===== config.mk =====
export PLATFORM = sky130hd
export DESIGN_NAME = icache_axi_rd_bridge_flat
export DESIGN_NICKNAME = d
export VERILOG_FILES = /design/src/rtl/cpu_axi_pkg.sv /design/src/rtl/icache_axi_rd_bridge_if.sv /design/src/rtl/icache_axi_rd_bridge_line_buffer.sv /design/src/rtl/icache_axi_rd_bridge.sv /design/src/flat_wrapper.sv
export SDC_FILE = /design/constraint.sdc
export NUM_CORES = 1
export LEC_CHECK = 0
export ABC_AREA = 0
export BUFFER_PORTS_ARGS = -buffer_cell sky130_fd_sc_hd__buf_2
export CELL_PAD_IN_SITES_DETAIL_PLACEMENT = 0
export CELL_PAD_IN_SITES_GLOBAL_PLACEMENT = 1
export CORE_MARGIN = 3
export CORE_UTILIZATION = 37
export CTS_CLUSTER_DIAMETER = 120
export DETAILED_ROUTE_END_ITERATION = 8
export PLACE_DENSITY = 0.76
export SLEW_MARGIN = 20
export SYNTH_ARGS = -nofsm -noshare
export SYNTH_HDL_FRONTEND = slang
export SYNTH_SLANG_ARGS = --single-unit

===== constraint.sdc =====
create_clock -name clk -period 1.9 [get_ports clk]
set_input_delay 0 -clock clk [delete_from_list [all_inputs] [get_ports clk]]
set_output_delay 0 -clock clk [all_outputs]
set_load 0.02 [all_outputs]

===== src/rtl/cpu_axi_pkg.sv =====
// Shared types and AXI4 read constants for the CPU-side AXI bridges.
package cpu_axi_pkg;

  typedef enum logic [1:0] {
    IDLE = 2'd0,
    AR   = 2'd1,
    RD   = 2'd2,
    DONE = 2'd3
  } bridge_state_t;

  localparam logic [1:0] BURST_INCR = 2'b01;
  localparam logic [2:0] SIZE_WORD  = 3'b010;
  localparam logic [1:0] RESP_OKAY  = 2'b00;
  localparam int         LINE_WORDS = 8;

endpackage


===== src/rtl/icache_axi_rd_bridge_if.sv =====
// AXI4 read address + read data channels; master = bridge, slave = memory side.
interface icache_axi_rd_bridge_if;

  logic [3:0]  arid;
  logic [31:0] araddr;
  logic [7:0]  arlen;
  logic [2:0]  arsize;
  logic [1:0]  arburst;
  logic [1:0]  arlock;
  logic [3:0]  arcache;
  logic [2:0]  arprot;
  logic        arvalid;
  logic        arready;
  logic [3:0]  rid;
  logic [31:0] rdata;
  logic [1:0]  rresp;
  logic        rlast;
  logic        rvalid;
  logic        rready;

  modport master (
    output arid, araddr, arlen, arsize, arburst, arlock, arcache, arprot, arvalid, rready,
    input  arready, rid, rdata, rresp, rlast, rvalid
  );

  modport slave (
    input  arid, araddr, arlen, arsize, arburst, arlock, arcache, arprot, arvalid, rready,
    output arready, rid, rdata, rresp, rlast, rvalid
  );

endinterface


===== src/rtl/icache_axi_rd_bridge_line_buffer.sv =====
// Cache-line assembly registers: one word written per accepted beat, async clear.
module line_buffer
  import cpu_axi_pkg::*;
#(
  parameter int WORDS = LINE_WORDS,
  parameter int IDX_W = $clog2(LINE_WORDS)
) (
  input  logic                   clk,
  input  logic                   resetn,
  input  logic                   we,
  input  logic [IDX_W-1:0]       idx,
  input  logic [31:0]            wdata,
  output logic [WORDS-1:0][31:0] line
);

  always_ff @(posedge clk or negedge resetn) begin
    if (!resetn) begin
      line <= '0;
    end else if (we) begin
      line[idx] <= wdata;
    end
  end

endmodule


===== src/rtl/icache_axi_rd_bridge.sv =====
// ICache line-fill responder: one 8-beat AXI4 INCR burst per request, mem_gnt pulse when the line is whole.
// Latency: request sampled in IDLE -> arvalid next cycle -> grant one cycle after the last beat (>=10 cycles).
module icache_axi_rd_bridge
  import cpu_axi_pkg::*;
#(
  parameter int         OFFSET_LEN = 5,
  parameter logic [3:0] AXI_ID     = 4'd0
) (
  input  logic                                  clk,
  input  logic                                  resetn,
  input  logic                                  mem_read_req,
  input  logic [31:0]                           mem_addr,
  output logic                                  mem_gnt,
  output logic [(1<<(OFFSET_LEN-2))-1:0][31:0]  ins,
  output logic                                  bus_err,
  icache_axi_rd_bridge_if.master                axi
);

  localparam int WORDS = 1 << (OFFSET_LEN - 2);
  localparam int IDX_W = OFFSET_LEN - 2;

  bridge_state_t   state;
  logic [31:0]     araddr_q;
  logic [IDX_W-1:0] cnt;
  logic            beat;
  logic            last_idx;
  logic            unused_ok;

  // rready is asserted for the whole of RD, so a beat is simply rvalid in RD.
  assign beat     = (state == RD) && axi.rvalid;
  assign last_idx = (cnt == IDX_W'(WORDS - 1));

  always_ff @(posedge clk or negedge resetn) begin
    if (!resetn) begin
      state    <= IDLE;
      araddr_q <= '0;
      cnt      <= '0;
      bus_err  <= 1'b0;
    end else begin
      case (state)
        IDLE: begin
          if (mem_read_req) begin
            araddr_q <= {mem_addr[31:OFFSET_LEN], {OFFSET_LEN{1'b0}}};
            state    <= AR;
          end
        end
        AR: begin
          if (axi.arready) begin
            cnt   <= '0;
            state <= RD;
          end
        end
        RD: begin
          if (axi.rvalid) begin
            cnt <= cnt + 1'b1;
            // Length is fixed at 8 beats; a misplaced rlast is flagged, never obeyed.
            if ((axi.rresp != RESP_OKAY) || (axi.rlast != last_idx)) begin
              bus_err <= 1'b1;
            end
            if (last_idx) begin
              state <= DONE;
            end
          end
        end
        DONE:    state <= IDLE;
        default: state <= IDLE;
      endcase
    end
  end

  line_buffer #(
    .WORDS (WORDS),
    .IDX_W (IDX_W)
  ) u_line_buffer (
    .clk    (clk),
    .resetn (resetn),
    .we     (beat),
    .idx    (cnt),
    .wdata  (axi.rdata),
    .line   (ins)
  );

  assign mem_gnt     = (state == DONE);
  assign axi.arvalid = (state == AR);
  assign axi.rready  = (state == RD);
  assign axi.araddr  = araddr_q;
  assign axi.arid    = AXI_ID;
  assign axi.arlen   = 8'(WORDS - 1);
  assign axi.arsize  = SIZE_WORD;
  assign axi.arburst = BURST_INCR;
  assign axi.arlock  = 2'b00;
  assign axi.arcache = 4'b0000;
  assign axi.arprot  = 3'b000;

  assign unused_ok = ^{mem_addr[OFFSET_LEN-1:0], axi.rid};

endmodule


===== src/flat_wrapper.sv =====
// flat-port wrapper written by rule: the top's interface ports become plain ports
module icache_axi_rd_bridge_flat import cpu_axi_pkg::*;
#(
  parameter int         OFFSET_LEN = 5,
  parameter logic [3:0] AXI_ID     = 4'd0
)
  (clk, resetn, mem_read_req, mem_addr, mem_gnt, ins, bus_err, axi_arid, axi_araddr, axi_arlen, axi_arsize, axi_arburst, axi_arlock, axi_arcache, axi_arprot, axi_arvalid, axi_rready, axi_arready, axi_rid, axi_rdata, axi_rresp, axi_rlast, axi_rvalid);
  icache_axi_rd_bridge_if axi_i ();
  input  logic clk;
  input  logic resetn;
  input  logic mem_read_req;
  input  logic [31:0] mem_addr;
  output logic mem_gnt;
  output logic [(1<<(OFFSET_LEN-2))-1:0][31:0] ins;
  output logic bus_err;
  output wire logic [$bits(axi_i.arid)-1:0] axi_arid;
  output wire logic [$bits(axi_i.araddr)-1:0] axi_araddr;
  output wire logic [$bits(axi_i.arlen)-1:0] axi_arlen;
  output wire logic [$bits(axi_i.arsize)-1:0] axi_arsize;
  output wire logic [$bits(axi_i.arburst)-1:0] axi_arburst;
  output wire logic [$bits(axi_i.arlock)-1:0] axi_arlock;
  output wire logic [$bits(axi_i.arcache)-1:0] axi_arcache;
  output wire logic [$bits(axi_i.arprot)-1:0] axi_arprot;
  output wire logic [$bits(axi_i.arvalid)-1:0] axi_arvalid;
  output wire logic [$bits(axi_i.rready)-1:0] axi_rready;
  input wire logic [$bits(axi_i.arready)-1:0] axi_arready;
  input wire logic [$bits(axi_i.rid)-1:0] axi_rid;
  input wire logic [$bits(axi_i.rdata)-1:0] axi_rdata;
  input wire logic [$bits(axi_i.rresp)-1:0] axi_rresp;
  input wire logic [$bits(axi_i.rlast)-1:0] axi_rlast;
  input wire logic [$bits(axi_i.rvalid)-1:0] axi_rvalid;
  assign axi_arid = axi_i.arid;
  assign axi_araddr = axi_i.araddr;
  assign axi_arlen = axi_i.arlen;
  assign axi_arsize = axi_i.arsize;
  assign axi_arburst = axi_i.arburst;
  assign axi_arlock = axi_i.arlock;
  assign axi_arcache = axi_i.arcache;
  assign axi_arprot = axi_i.arprot;
  assign axi_arvalid = axi_i.arvalid;
  assign axi_rready = axi_i.rready;
  assign axi_i.arready = axi_arready;
  assign axi_i.rid = axi_rid;
  assign axi_i.rdata = axi_rdata;
  assign axi_i.rresp = axi_rresp;
  assign axi_i.rlast = axi_rlast;
  assign axi_i.rvalid = axi_rvalid;
  icache_axi_rd_bridge #(.OFFSET_LEN(OFFSET_LEN), .AXI_ID(AXI_ID)) u_core (.clk(clk), .resetn(resetn), .mem_read_req(mem_read_req), .mem_addr(mem_addr), .mem_gnt(mem_gnt), .ins(ins), .bus_err(bus_err), .axi(axi_i));
endmodule

==> report_table.html <==
<table>
<tr><th>Metric</th><th>Value</th></tr>
<tr><th colspan="2">Run status</th></tr>
<tr><td>Run status</td><td>finished, final reports clean</td></tr>
<tr><th colspan="2">Clocking</th></tr>
<tr><td>Insertion delay of the later-clocked pin in the worst-skew pair</td><td>0.55 ns</td></tr>
<tr><td>Worst-case clock buffer depth</td><td>3</td></tr>
<tr><td>Clock Root Buffer</td><td>clkbuf_16</td></tr>
<tr><td>CTS Buf Count</td><td>30</td></tr>
<tr><td>Maximum level of the CTS H-tree</td><td>1</td></tr>
<tr><td>Number of clock sinks</td><td>289</td></tr>
<tr><td>CTS tree</td><td>built</td></tr>
<tr><td>Clock transition at path regs</td><td>0.06 ns</td></tr>
<tr><th colspan="2">Power</th></tr>
<tr><td>Power per cell area</td><td>1500 mW/mm^2</td></tr>
<tr><td>Net Sw Power</td><td>0.00805 W</td></tr>
<tr><td>Int Pwr</td><td>0.0152 W</td></tr>
<tr><td>Leakage component of the power</td><td>8.44 nW</td></tr>
<tr><td>Share of total power in sequential cells</td><td>38.9%</td></tr>
<tr><td>Combinational power share</td><td>36.2%</td></tr>
<tr><td>Clock network fraction of total power</td><td>24.9%</td></tr>
<tr><td>Peak supply drop</td><td>777 uV</td></tr>
<tr><td>Switching share of total power</td><td>34.6%</td></tr>
<tr><th colspan="2">Drt</th></tr>
<tr><td>Routed vias/inst</td><td>4.65</td></tr>
<tr><td>Number of iterations in the first detailed-routing pass</td><td>4</td></tr>
<tr><td>Wire length after detailed routing</td><td>30000 um</td></tr>
<tr><td>Drt first-iter violations</td><td>329</td></tr>
<tr><td>Total DRC errors in the routed layout</td><td>0</td></tr>
<tr><td>Wire length per cell</td><td>19.4 um</td></tr>
<tr><td>Count of antenna-violating nets left after detailed routing</td><td>0</td></tr>
<tr><td>Via total after detailed routing</td><td>7176</td></tr>
<tr><th colspan="2">Cells and area</th></tr>
<tr><td>Cell Count, Final, Fillers Out</td><td>1544</td></tr>
<tr><td># nets final</td><td>1217</td></tr>
<tr><td>FILL cells</td><td>2558</td></tr>
<tr><td>Antenna Cells</td><td>0</td></tr>
<tr><td>Ratio of cells with drive above 1 in the final layout</td><td>62.9%</td></tr>
<tr><td>Layout area overhead</td><td>35.9%</td></tr>
<tr><th colspan="2">Timing</th></tr>
<tr><td>Slew headroom</td><td>64.0%</td></tr>
<tr><td>Slew Viols, Final</td><td>0</td></tr>
<tr><td>Share of the clock period used by the worst path</td><td>95.5%</td></tr>
<tr><td>Achievable clock frequency</td><td>0.551 GHz</td></tr>
<tr><td>Final number of hold-violating endpoints</td><td>0</td></tr>
<tr><td>Slew at the pin with the worst max-slew slack</td><td>0.540 ns</td></tr>
<tr><td>Worst path setup slack after routing</td><td>0.0846 ns</td></tr>
<tr><td>Unrepaired setup endpoints after global routing</td><td>no</td></tr>
<tr><td>Fin crit period</td><td>1.82 ns</td></tr>
<tr><td>Worst setup skew after layout</td><td>0.00841 ns</td></tr>
<tr><td>Final setup violation count</td><td>0</td></tr>
<tr><td>Tightest hold margin</td><td>0.00739 ns</td></tr>
<tr><th colspan="2">Die</th></tr>
<tr><td>Die height</td><td>182 um</td></tr>
<tr><td>Number of placed I/O pins</td><td>394</td></tr>
<tr><td>Floorplan core area</td><td>0.0300 sq mm</td></tr>
<tr><td>Site row count</td><td>63</td></tr>
<tr><td>Initial cell density of the core</td><td>38.0%</td></tr>
<tr><td>Full die area</td><td>0.0330 sq mm</td></tr>
<tr><td>Die X</td><td>182 um</td></tr>
<tr><th colspan="2">Place</th></tr>
<tr><td>Post-place setup slack</td><td>-0.0102 ns</td></tr>
<tr><td>Routability cong.</td><td>0.744</td></tr>
<tr><td>Number of buffers added on ports</td><td>353</td></tr>
<tr><td>Post-DP HPWL</td><td>20600 um</td></tr>
<tr><td>Placed cells</td><td>1426</td></tr>
<tr><th colspan="2">Logic synthesis</th></tr>
<tr><td>Average instance area after synthesis</td><td>16.7 sq um</td></tr>
<tr><td>Count of synthesis-stage warnings from yosys</td><td>0</td></tr>
<tr><td>Async set or reset register ratio after synthesis</td><td>100%</td></tr>
<tr><td>Instance count of the mapped netlist</td><td>682</td></tr>
<tr><td>Synth unique cells</td><td>27</td></tr>
<tr><td>Seq cells post-synth</td><td>289</td></tr>
<tr><td>Cell area after technology mapping</td><td>0.0114 sq mm</td></tr>
<tr><td>Most used flip-flop cell after synthesis</td><td>dfrtp_1</td></tr>
<tr><td>Portion of the post-synthesis area used by sequential elements</td><td>63.4%</td></tr>
<tr><td>Count of flip-flops with a built-in enable after synthesis</td><td>0</td></tr>
<tr><th colspan="2">Global route</th></tr>
<tr><td>Gr usage total</td><td>17.8%</td></tr>
<tr><td>Largest net degree at the start of global routing</td><td>61</td></tr>
<tr><td>Overall overflow remaining after global route</td><td>0</td></tr>
<tr><td>Via count of the first global-routing pass</td><td>7870</td></tr>
<tr><td>Wire length of the first global-routing pass</td><td>46700 um</td></tr>
<tr><td>Number of antenna violations at the first check in global routing</td><td>0</td></tr>
<tr><th colspan="2">Critical path</th></tr>
<tr><td>Slowest stage cell, crit path</td><td>dfrtp_1</td></tr>
<tr><td>Most used cell along the critical path</td><td>buf_4</td></tr>
<tr><td>Largest stage delay on the critical path</td><td>0.39 ns</td></tr>
<tr><td>Register-to-register setup slack</td><td>0.08 ns</td></tr>
<tr><td>Endpoint of the worst register-to-register path</td><td>u_core.u_line_buffer.line[152]</td></tr>
<tr><td>Crit path capture type</td><td>flip-flop</td></tr>
<tr><td>Data required time at the worst endpoint</td><td>2.33 ns</td></tr>
<tr><td>Reg-to-reg startpoint</td><td>u_core.state[0]</td></tr>
<tr><td>Crit start category</td><td>flip-flop</td></tr>
<tr><td>Data arrival at the endpoint of the critical path</td><td>2.24 ns</td></tr>
<tr><td>Cell breakdown of the critical path</td><td>inv_2, ha_4, nand3b_4, buf_4, nor2_4, buf_4, mux2_2</td></tr>
<tr><td>Highest net fanout along the worst path</td><td>10</td></tr>
<tr><td>Class of the most critical setup path</td><td>reg2reg</td></tr>
<tr><td>Cells on worst reg2reg path</td><td>7</td></tr>
<tr><th colspan="2">Min path</th></tr>
<tr><td>Type of the most critical hold path</td><td>in2async</td></tr>
<tr><th colspan="2">Run</th></tr>
<tr><td>Max-cap violations</td><td>0</td></tr>
</table>
==> cells by family (layout without fill, tap and decap cells) <==
logic type	count (synthesis)	after routing	share of synthesized area, %
other	2	31	0.0658
buffers and inverters	66	509	3.87
adder cells (fa/ha/maj)	7	7	0.768
AO/OA/AOI/OAI	11	11	0.724
XOR/XNOR	1	1	0.0768
AND/OR/NAND/NOR	22	22	1.10
flip-flops	289	289	63.4
multiplexers	284	284	30.0
==> layer usage <==
metal  GRT usage [%]  vias to the layer above  share of wire, %
met4            4.33                        0               2.5
met3            4.85                       40               7.1
met1            22.9                     3660                42
met5               0                        -                 0
li1                -                     3240                 -
met2            30.0                      236                48
==> state kept, by name, summed over array words and instances, names as in the netlist <==
register                   cells
u_core.axi.araddr             27
u_core.cnt                     3
u_core.u_line_buffer.line    256
u_core.state                   2
u_core.bus_err                 1
==> metrics by stage <==
| stage | TNS (ns) | total power (W) | util, % | area (sq um) |
|---|---|---|---|---|
| after global routing | 0 | 0.0245 | 51.6 | 15500 |
| after detailed placement | -0.0715 | 0.0176 | 46.1 | 13800 |
| after global placement | 0 | 0.0174 | 46.1 | 13800 |
| final | 0 | 0.0233 | 51.6 | 15500 |
| after CTS | 0 | 0.0236 | 51.6 | 15500 |
| after floorplan | 0 | 0.0144 | - | 11500 |
==> cell usage in the layout (no fill, tap or decap), types with 2 or more instances in the layout <==
cell	Yosys	layout
buf_2	20	352
dfrtp_1	289	289
mux2_2	221	221
dlygate4sd3_1	0	66
mux2_4	60	60
conb_1	2	31
clkbuf_16	0	31
buf_4	33	17
buf_12	0	14
nor2_4	0	6
ha_1	7	6
clkbuf_8	0	6
clkinv_2	0	6
clkbuf_1	2	6
nand2b_1	5	5
nand2_1	5	5
inv_1	5	4
mux2_1	3	3
a22o_1	3	3
or3_4	0	2
o22ai_1	2	2
bufinv_16	0	2
buf_6	6	2
==> worst max-delay path by stage <==
stage / startpoint / endpoint / depth (start not counted)
after detailed placement: u_core.state[0] / u_core.u_line_buffer.line[35] / 6
after floorplan: u_core.state[0] / u_core.u_line_buffer.line[33] / 8
final: u_core.state[0] / u_core.u_line_buffer.line[152] / 7
after global placement: u_core.state[0] / u_core.u_line_buffer.line[48] / 6
after CTS: u_core.state[0] / u_core.u_line_buffer.line[53] / 6
after global routing: u_core.state[0] / u_core.u_line_buffer.line[152] / 7
==> synthesized netlist by cell type (2+ instances only) <==
cell type / n / area share, %
mux2_4: 60 / 7.9
ha_1: 7 / 0.77
dfrtp_1: 289 / 63
nor2_1: 7 / 0.23
a22o_1: 3 / 0.23
inv_1: 5 / 0.16
mux2_2: 221 / 22
mux2_1: 3 / 0.30
nand2_1: 5 / 0.16
buf_4: 33 / 2.2
conb_1: 2 / 0.066
buf_6: 6 / 0.59
clkbuf_1: 2 / 0.066
o22ai_1: 2 / 0.11
buf_2: 20 / 0.88
nand2b_1: 5 / 0.27
or3_1: 2 / 0.11
==> power by group through the flow <==
stage          Combinational [W]  Sequential [W]  Clock (W)
5_1_grt                  0.00899         0.00932    0.00621
6_report                 0.00844         0.00906    0.00579
3_5_place_dp             0.00846         0.00913          0
3_3_place_gp             0.00834         0.00908          0
4_1_cts                  0.00859         0.00907    0.00596
2_1_floorplan            0.00304          0.0114          0
==> final cells by class <==
cell class | instances | area, sq um | share of cell area (%)
Sequential cell | 289 | 7230 | 46.7
Multi-Input combinational cell | 356 | 3920 | 25.3
Timing Repair Buffer | 452 | 2870 | 18.5
Clock buffer | 43 | 881 | 5.68
Tap cell | 390 | 488 | 3.15
Clock inverter | 9 | 97.6 | 0.630
Inverter | 5 | 18.8 | 0.121
==> worst max-delay path, delay by kind of cell (launching register included) <==
kind          cells  cell delay, ns
flops             1            0.39
simple gates      2            0.24
mux               1            0.36
fa+ha+maj         1            0.17
buf+inv           3            0.52
==> what timing repair did <==
action                                  4_1_cts  5_1_grt
gates resized for setup                       3        2
setup buffers                                 0        0
hold buffers                                 66        0
endpoints found under the setup margin       12       32
cloned                                        0        0
endpoints found under the hold margin       578        0
Note: power is estimated with default switching activity, not from simulation.
